--- config.mk ---
export PLATFORM = sky130hd
export DESIGN_NAME = simd_vec_unit_flat
export DESIGN_NICKNAME = d
export VERILOG_FILES = /design/src/rtl/simd_pkg.sv /design/src/rtl/simd_vec_unit_if.sv /design/src/rtl/simd_lane_alu.sv /design/src/rtl/simd_vec_unit.sv /design/src/flat_wrapper.sv
export SDC_FILE = /design/constraint.sdc
export NUM_CORES = 1
export LEC_CHECK = 0
export BUFFER_PORTS_ARGS = -buffer_cell sky130_fd_sc_hd__buf_2
export CORE_ASPECT_RATIO = 1.25
export CORE_MARGIN = 5
export CORE_UTILIZATION = 50
export CTS_CLUSTER_DIAMETER = 200
export DETAILED_ROUTE_END_ITERATION = 12
export PLACE_DENSITY = 0.71
export SETUP_SLACK_MARGIN = 0.05
export SKIP_LAST_GASP = 1
export SYNTH_ARGS = -nofsm -noshare
export SYNTH_HDL_FRONTEND = slang
export SYNTH_HIERARCHICAL = 1
export SYNTH_SLANG_ARGS = --single-unit
--- constraint.sdc ---
create_clock -name clk -period 7.6 [get_ports clk]
set_input_delay 1.14 -clock clk [delete_from_list [all_inputs] [get_ports clk]]
set_output_delay 1.14 -clock clk [all_outputs]
set_load 0.1 [all_outputs]
--- src/rtl/simd_pkg.sv ---
// Shared opcode encodings, FSM state type and default geometry for the SIMD vector unit.
package simd_pkg;

  localparam int DEF_LANES = 10;
  localparam int DEF_DW    = 16;

  localparam logic [2:0] OP_ADD  = 3'b000;
  localparam logic [2:0] OP_MAX  = 3'b001;
  localparam logic [2:0] OP_XOR  = 3'b010;
  localparam logic [2:0] OP_SUB  = 3'b011;
  localparam logic [2:0] OP_MIN  = 3'b100;
  localparam logic [2:0] OP_ADDS = 3'b101;
  localparam logic [2:0] OP_SMAX = 3'b110;
  localparam logic [2:0] OP_RSVD = 3'b111;

  typedef enum logic [1:0] {
    IDLE  = 2'd0,
    RUN   = 2'd1,
    DRAIN = 2'd2,
    DONE  = 2'd3
  } state_t;

endpackage

--- src/rtl/simd_vec_unit_if.sv ---
// Result stream of the SIMD vector unit: one lane result per valid/ready beat.
interface simd_vec_unit_if
  import simd_pkg::*;
#(
  parameter int LANES = DEF_LANES,
  parameter int DW    = DEF_DW,
  parameter int AW    = $clog2(LANES)
);
  logic          out_valid;
  logic          out_ready;
  logic [AW-1:0] out_lane;
  logic [DW-1:0] out_data;

  modport master (output out_valid, output out_lane, output out_data, input out_ready);
  modport slave  (input out_valid, input out_lane, input out_data, output out_ready);
endinterface

--- src/rtl/simd_lane_alu.sv ---
// Combinational per-lane ALU: one opcode applied to a pair of DW-bit operands.
module simd_lane_alu
  import simd_pkg::*;
#(
  parameter int DW = DEF_DW
) (
  input  logic [DW-1:0] op_a,
  input  logic [DW-1:0] op_b,
  input  logic [2:0]    opcode,
  output logic [DW-1:0] result,
  output logic          ovf_lane
);

  logic [DW:0] sum;
  logic [DW:0] diff;

  // The extra top bit of sum/diff is the carry out or the borrow respectively.
  always_comb begin
    sum      = {1'b0, op_a} + {1'b0, op_b};
    diff     = {1'b0, op_a} - {1'b0, op_b};
    result   = '0;
    ovf_lane = 1'b0;
    case (opcode)
      OP_ADD: begin
        result   = sum[DW-1:0];
        ovf_lane = sum[DW];
      end
      OP_MAX:  result = (op_a > op_b) ? op_a : op_b;
      OP_XOR:  result = op_a ^ op_b;
      OP_SUB: begin
        result   = diff[DW-1:0];
        ovf_lane = diff[DW];
      end
      OP_MIN:  result = (op_a < op_b) ? op_a : op_b;
      OP_ADDS: begin
        result   = sum[DW] ? '1 : sum[DW-1:0];
        ovf_lane = sum[DW];
      end
      OP_SMAX: result = ($signed(op_a) > $signed(op_b)) ? op_a : op_b;
      default: begin
        result   = '0;
        ovf_lane = 1'b1;
      end
    endcase
  end

endmodule

--- src/rtl/simd_vec_unit.sv ---
// SIMD vector unit: applies one opcode to the first `count` operand lanes, one lane
// per cycle, and streams registered results out on a valid/ready port.
module simd_vec_unit
  import simd_pkg::*;
#(
  parameter int LANES = DEF_LANES,
  parameter int DW    = DEF_DW,
  parameter int AW    = $clog2(LANES)
) (
  input  logic            clk,
  input  logic            rst_n,
  input  logic            wr_en,
  input  logic [AW-1:0]   wr_addr,
  input  logic [2*DW-1:0] wr_data,
  input  logic            start,
  input  logic [AW:0]     count,
  input  logic [2:0]      opcode,
  output logic            busy,
  output logic            done,
  output logic            ovf,
  simd_vec_unit_if.master out
);

  logic [2*DW-1:0] mem [LANES];
  state_t          state;
  logic [2:0]      op;
  logic [AW:0]     cnt;
  logic [AW-1:0]   lane_idx;
  logic [AW:0]     count_clamped;
  logic [2*DW-1:0] rd_word;
  logic [DW-1:0]   alu_res;
  logic            alu_ovf;
  logic            last_lane;

  assign count_clamped = (count > (AW+1)'(LANES)) ? (AW+1)'(LANES) : count;
  assign rd_word       = mem[lane_idx];
  assign last_lane     = ({1'b0, lane_idx} == (cnt - (AW+1)'(1)));

  simd_lane_alu #(.DW(DW)) u_alu (
    .op_a     (rd_word[2*DW-1:DW]),
    .op_b     (rd_word[DW-1:0]),
    .opcode   (op),
    .result   (alu_res),
    .ovf_lane (alu_ovf)
  );

  // Writes are locked out while busy so an operation always sees a stable operand set.
  always_ff @(posedge clk or negedge rst_n) begin
    if (!rst_n) begin
      for (int i = 0; i < LANES; i++) mem[i] <= '0;
    end else if (wr_en && !busy && ({1'b0, wr_addr} < (AW+1)'(LANES))) begin
      mem[wr_addr] <= wr_data;
    end
  end

  always_ff @(posedge clk or negedge rst_n) begin
    if (!rst_n) begin
      state         <= IDLE;
      busy          <= 1'b0;
      done          <= 1'b0;
      ovf           <= 1'b0;
      op            <= OP_ADD;
      cnt           <= '0;
      lane_idx      <= '0;
      out.out_valid <= 1'b0;
      out.out_lane  <= '0;
      out.out_data  <= '0;
    end else begin
      done <= 1'b0;
      case (state)
        IDLE: begin
          if (start) begin
            state    <= RUN;
            busy     <= 1'b1;
            op       <= opcode;
            cnt      <= count_clamped;
            lane_idx <= '0;
            ovf      <= 1'b0;
          end
        end
        RUN: begin
          // An empty operation passes through RUN for one cycle so busy is still seen.
          if (cnt == '0) begin
            state <= DONE;
            busy  <= 1'b0;
            done  <= 1'b1;
          end else if (!out.out_valid || out.out_ready) begin
            out.out_valid <= 1'b1;
            out.out_lane  <= lane_idx;
            out.out_data  <= alu_res;
            ovf           <= ovf | alu_ovf;
            if (last_lane) state <= DRAIN;
            else           lane_idx <= lane_idx + AW'(1);
          end
        end
        DRAIN: begin
          if (out.out_valid && out.out_ready) begin
            out.out_valid <= 1'b0;
            state         <= DONE;
            busy          <= 1'b0;
            done          <= 1'b1;
          end
        end
        DONE: state <= IDLE;
        default: state <= IDLE;
      endcase
    end
  end

endmodule

--- src/flat_wrapper.sv ---
// flat-port wrapper written by rule: the top's interface ports become plain ports
module simd_vec_unit_flat import simd_pkg::*;
#(
  parameter int LANES = DEF_LANES,
  parameter int DW    = DEF_DW,
  parameter int AW    = $clog2(LANES)
)
  (clk, rst_n, wr_en, wr_addr, wr_data, start, count, opcode, busy, done, ovf, out_out_valid, out_out_lane, out_out_data, out_out_ready);
  simd_vec_unit_if #(.LANES(LANES), .DW(DW), .AW(AW)) out_i ();
  input  logic clk;
  input  logic rst_n;
  input  logic wr_en;
  input  logic [AW-1:0] wr_addr;
  input  logic [2*DW-1:0] wr_data;
  input  logic start;
  input  logic [AW:0] count;
  input  logic [2:0] opcode;
  output logic busy;
  output logic done;
  output logic ovf;
  output wire logic [$bits(out_i.out_valid)-1:0] out_out_valid;
  output wire logic [$bits(out_i.out_lane)-1:0] out_out_lane;
  output wire logic [$bits(out_i.out_data)-1:0] out_out_data;
  input wire logic [$bits(out_i.out_ready)-1:0] out_out_ready;
  assign out_out_valid = out_i.out_valid;
  assign out_out_lane = out_i.out_lane;
  assign out_out_data = out_i.out_data;
  assign out_i.out_ready = out_out_ready;
  simd_vec_unit #(.LANES(LANES), .DW(DW), .AW(AW)) u_core (.clk(clk), .rst_n(rst_n), .wr_en(wr_en), .wr_addr(wr_addr), .wr_data(wr_data), .start(start), .count(count), .opcode(opcode), .busy(busy), .done(done), .ovf(ovf), .out(out_i));
endmodule
# Word-level counts from Yosys, hierarchy flattened
# Index checks and enable logic that the tools add are counted.
# Widths: inputs -> output; s select.
[totals]
register_bits = 358
in_bits = 49
elab_cells = 115
[classes]
addsub = 4
order_cmp = 8
n_eq_ne = 18
muxes = 38
bitwise_logic = 5
n_reduce_logical = 22
[op_table]
columns = ["cell", "n"]
rows = [
  ["$bwmux 320", 1],
  ["$bmux 32 s4", 1],
  ["$demux 32 s4", 1],
  ["$pmux 16 s7", 1],
  ["$mux 32", 3],
  ["$mux 16", 4],
  ["$gt 16x16->1", 2],
  ["$add 16x16->17", 1],
  ["$sub 16x16->17", 1],
  ["$lt 16x16->1", 1],
  ["$mux 4", 4],
  ["$reduce_and 4->1", 4],
  ["$xor 16x16->16", 1],
  ["$ge 5x5->1 const B", 2],
  ["$mux 1", 10],
  ["$mux 2", 5],
  ["$not 4->5", 2],
  ["$eq 3x3->1 const B", 3],
  ["$pmux 2 s4", 1],
  ["$pmux 4 s2", 1],
  ["$eq 3x2->1 const B", 2],
  ["$ne 2x1->1 const B", 3],
  ["$ne 2x2->1 const B", 3],
  ["$ne 3x1->1 const B", 2],
  ["27 further kinds", 36],
]

# Logic depth before layout (Yosys ltp)
[depth]
word_depth = 10
mapped_depth = 20

# Cells and area by module
# The synthesis kept the hierarchy.
[by_module_without_submodules]
columns = ["mod", "instances", "cells_per_inst", "area_each_um2", "seq_area_each_um2"]
rows = [
  ["simd_vec_unit", 1, 1057, 16151.7, 8958.6],
  ["simd_lane_alu", 1, 432, 2891.5, 0.0],
]

# Least setup slack after synthesis
# OpenSTA, ideal clock, no wires.
[synth_timing]
kind = "register to register"
start = "reg u_core.lane_idx[1]"
end = "reg u_core.out.out_data[14]"
setup_time_ns = 0.126
t_arrival_ns = 4.197
required_time_ns = 7.474
path_slack_ns = 3.277
path_stages_with_launch = 18
path_buffers = 3
period_less_slack_ns = 4.323
cell_sequence = "dfrtp_1 > buf_2 > buf_2 > clkbuf_1 > mux4_2 > mux2i_1 > o22ai_1 > inv_1 > fa_1 > nand3b_1 > a211oi_1 > a211oi_2 > a21oi_2 > nor2_1 > a221o_1 > a222oi_1 > nand3_1 > mux2_2"
[synth_via]
elab_chain_len = 7
elab_cells_between_ends = 15
classes_between = "add/sub: 2; order compare: 3; mux: 8; bitwise: 2"
[synth_lines]
columns = ["item", "line", "rtl"]
rows = [
  ["start, declared", "simd_vec_unit.sv:28", "logic [AW-1:0] lane_idx;"],
  ["start signal, assigned", "simd_vec_unit.sv:93", "else lane_idx <= lane_idx + AW'(1);"],
  ["$not 4->5 (implied by the code) (*)", "simd_vec_unit.sv:36", "assign rd_word = mem[lane_idx];"],
  ["$bmux 32 s4 (*)", "simd_vec_unit.sv:36", ""],
  ["$mux 32 (implied by the code) (*) (2 in series)", "simd_vec_unit.sv:36", ""],
  ["named net u_core.rd_word[17]", "simd_vec_unit.sv:30", "logic [2*DW-1:0] rd_word;"],
  ["$add 16x16->17 (tied with other cells)", "simd_lane_alu.sv:19", "sum = {1'b0, op_a} + {1'b0, op_b};"],
  ["$mux 16, on equally long branches", "n/a", ""],
  ["$pmux 16 s7 (*)", "simd_lane_alu.sv:23", "case (opcode)"],
  ["named net u_core.alu_res[14]", "simd_vec_unit.sv:31", "logic [DW-1:0] alu_res;"],
  ["end signal, assigned", "simd_vec_unit.sv:90", "out.out_data <= alu_res;"],
  ["end, declared", "simd_vec_unit_if.sv:14", "modport master (output out_valid, output out_lane, output out_data, input out_ready);"],
]
# Mark *: on every way through the listed nets, which the timed path passes. The rest lies on a longest branch. The select of a mux whose other input is x is not followed.
# A chain may end at the register's enable or synchronous reset.

# Worst setup path after layout
[layout_timing]
start = "reg u_core.lane_idx[0]"
end = "reg u_core.out.out_data[14]"
# Same word-level chain as after synthesis.

==> flow_metrics.py <==
metrics = {
    "outcome": {
        "status": "complete, no violations",
    },
    "placement": {
        "numPortBuffers": 72,
        "gp_congestion": 0.9745,
        "dp.cells": 1947,
        "dpl.hpwl_mm": 29.32,
        "post-place-ws_ns": 1.833,
    },
    "drt": {
        "vias": 12480,
        "ant_nets": 0,
        "viasPerCell": 6.189,
        "drt_iter0_markers": 1009,
        "drt-wirelength-per-cell_um": 23.35,
        "drcViolationCount": 0,
        "first_pass_iters": 6,
        "wl_mm": 47.08,
    },
    "floorplan": {
        "rows": 80,
        "die-area_um2": 42110,
        "die_h_um": 228.2,
        "start_util_pct": 50.20,
        "core_area_um2": 37940,
        "ios": 73,
        "die_w_um": 184.6,
    },
    "synth": {
        "synth_top_flop_cell": "dfrtp_1",
        "ys_warn_count": 6,
        "synth_top_family_by_area": "multiplexers",
        "synthSimpleGateAreaFrac_pct": 5.355,
        "synth_fa_ha_area_share_pct": 2.641,
        "netlist_area_um2": 19040,
        "synth_seq_area_share_pct": 47.04,
        "ys_ff_latch": 358,
        "syn_inst": 1489,
        "async_flop_share_pct": 100.0,
        "ys_types": 82,
        "synth-xor-area-share_pct": 0.9987,
        "synth-edff-count": 0,
        "syn_nets": 1577,
        "synth_compound_area_share_pct": 8.016,
        "muxShareOfSynthArea_pct": 32.18,
        "avgSynthCellArea_um2": 12.79,
    },
    "cts": {
        "cts_buffer_depth": 3,
        "cts_hold_buf": 0,
        "ctsResizeCount": 0,
        "cts_num_sinks": 358,
        "post-cts-setup-buffer-count": 0,
        "clock-root-buffer": "clkbuf_16",
        "clkTransAtPathRegs_ns": 0.06,
        "cts_made_buffers": 37,
        "cts_tree": "done",
        "clkLatencyLatePin_ns": 0.54,
        "cts-htree-levels": 2,
    },
    "setup_path": {
        "r2r-start": "u_core/lane_idx[0]",
        "critPathKind": "flop to flop",
        "path_max_fanout": 44,
        "required_ns": 8.01,
        "max_stage_delay_ns": 1.00,
        "cp_slowest_cell": "dfrtp_4",
        "rrSetupSlack_ns": 1.80,
        "path_cells": "buf_12 -> mux4_2 -> mux2i_1 -> o22ai_1 -> inv_1 -> ha_1 -> nand4_1 -> a211oi_1 -> a211oi_2 -> a21oi_2 -> nor2_1 -> a221o_1 -> a222oi_1 -> nand3_1 -> mux2_2",
        "crit_path_start_kind": "flop",
        "crit_cells": 15,
        "worstReg2RegEnd": "u_core/out.out_data[14]",
        "startpoint": "u_core/lane_idx[0]",
        "worst-path-buf-inv": 2,
        "crit_family": "compound AO/OA/AOI/OAI gates",
        "reg2regPathDepth": 15,
        "worstSetupEndpointType": "flop",
        "arrival_ns": 6.21,
    },
    "sta": {
        "timing.hold.ws_ns": 0.4885,
        "timing.setup.tns_ns": 0,
        "maxSlewViolCount": 0,
        "max_freq_mhz": 172.5,
        "fin_ws_ns": 1.804,
        "finalSetupViolCount": 0,
        "worst_pin_slew_ns": 1.289,
        "rsz0062_at_grt": "no",
        "min_period_ns": 5.796,
        "fin_skew_ns": 0.01331,
        "slew_headroom_pct": 13.77,
        "finalHoldViolations": 0,
        "fin_crit_sh_pct": 76.26,
    },
    "global_route": {
        "grt_pass1_vias": 12990,
        "antenna_found_initial": 4,
        "grt_pass1_wl_mm": 74.20,
        "grtUsageTotal_pct": 22.29,
        "grt_start_max_net_pins": 147,
        "grt_overflow": 0,
    },
    "cells_and_area": {
        "stdcell_count": 2016,
        "fin_nets": 1582,
        "areaGrowthSynthToFinish_pct": 10.24,
        "drive_gt1_share_pct": 39.75,
    },
    "flow_run": {
        "drv_cap": 0,
    },
    "worst_hold_path": {
        "whs_endpoint": "u_core/mem[68]",
        "hp-class": "flop to flop",
        "hold_path.startpoint": "u_core/mem[68]",
        "hold-path-cell-count": 1,
    },
}
stage by stage:
step,util (%),instance area (um2)
after floorplan,-,19040
final,55.34,20990
after detailed placement,51.97,19720
after global placement,51.97,19720
after CTS,55.33,20990
after global routing,55.34,20990
registers in the layout, indices dropped and copies added (netlist names), 2 cells and up:
name / cells
u_core/state: 2
u_core/cnt: 5
u_core/lane_idx: 4
u_core/out.out_data: 16
u_core/op: 3
u_core/mem: 320
u_core/out.out_lane: 4
routing by layer:
metal	routed length, um	GRT usage [%]	vias up
li1	-	-	5524
met1	19440	29.29	6497
met2	23760	38.03	359
met3	2424	3.314	93
met4	1421	7.166	4
met5	26	0	-
worst register-to-register path, cell delays in order, from the launching register on:
cell      delay (ns)
dfrtp_4         1.00
buf_12          0.38
mux4_2          0.26
mux2i_1         0.08
o22ai_1         0.54
inv_1           0.10
ha_1            0.55
nand4_1         0.27
a211oi_1        0.28
a211oi_2        0.14
a21oi_2         0.69
nor2_1          0.14
a221o_1         0.47
a222oi_1        0.40
nand3_1         0.12
mux2_2          0.26
Yosys cell counts (4+ instances only):
master | count | area [um2]
a211o_1 | 9 | 78.83
a211oi_1 | 5 | 37.54
a21o_1 | 4 | 30.03
a21oi_1 | 39 | 195.2
a221o_1 | 4 | 40.04
a221oi_1 | 6 | 52.55
a22o_1 | 4 | 35.03
a31oi_1 | 6 | 37.54
and2_1 | 4 | 25.02
and3_1 | 5 | 31.28
buf_1 | 48 | 180.2
buf_2 | 42 | 210.2
clkbuf_1 | 32 | 120.1
dfrtp_1 | 358 | 8959
ha_1 | 37 | 462.9
inv_1 | 42 | 157.7
mux2_2 | 349 | 3930
mux2i_1 | 73 | 730.7
mux4_2 | 64 | 1441
nand2_1 | 50 | 187.7
nand2b_1 | 6 | 37.54
nand3_1 | 12 | 60.06
nand3b_1 | 4 | 30.03
nand4_1 | 11 | 68.82
nor2_1 | 57 | 214.0
nor2b_1 | 17 | 106.4
nor3_1 | 15 | 75.07
o211ai_1 | 8 | 60.06
o21a_1 | 5 | 37.54
o21ai_0 | 32 | 160.2
o21bai_1 | 5 | 37.54
o221ai_1 | 7 | 61.31
o22ai_1 | 35 | 219.0
xnor2_1 | 16 | 140.1
cell families (layout without fill, tap and decap cells):
| kind of cell | count (synthesis) | after routing |
|---|---|---|
| muxes | 488 | 488 |
| DFF | 358 | 358 |
| AOI/OAI and AO/OA | 214 | 214 |
| and+or+nand+nor | 201 | 201 |
| buffers and inverters | 169 | 202 |
| adders and majority gates | 39 | 39 |
| xor gates and xnor gates | 20 | 20 |
| other | 0 | 2 |
worst max path at each step:
stage                                    endpoint  slack (ns)
after floorplan           u_core/out.out_data[14]        3.28
after global placement    u_core/out.out_data[14]        1.91
after detailed placement  u_core/out.out_data[14]        1.83
after CTS                 u_core/out.out_data[14]        1.82
after global routing      u_core/out.out_data[14]        1.43
final                     u_core/out.out_data[14]        1.80
area by class of cell:
cell class,instances,area [um2]
diodes,2,5.005
clock buffers,53,1107
clock inverters,14,165.2
fillers,3106,16940
inverters,42,157.7
multi-input cells,962,9400
flip-flops and latches,358,8965
well taps,492,615.6
repair buffers,93,578.1
layout by cell type (no fill, tap or decap), types with 7 or more instances in the layout:
cell	count
xnor2_1	16
a211o_1	9
nor2b_1	16
o211ai_1	8
nor3_1	14
o221ai_1	7
nand3_1	12
nor2_1	57
o22ai_1	35
o21ai_0	32
mux2_2	349
dfrtp_1	355
ha_1	37
clkbuf_16	38
buf_2	71
nand2_1	42
nand4_1	11
clkinv_2	7
buf_4	17
a21oi_1	39
nand2_2	8
mux2i_1	73
clkbuf_8	10
mux4_2	64
inv_1	42
Power is left out: the tool's default activity adds up to more than one toggle a clock period on the data nets, which glitch-free logic cannot reach.
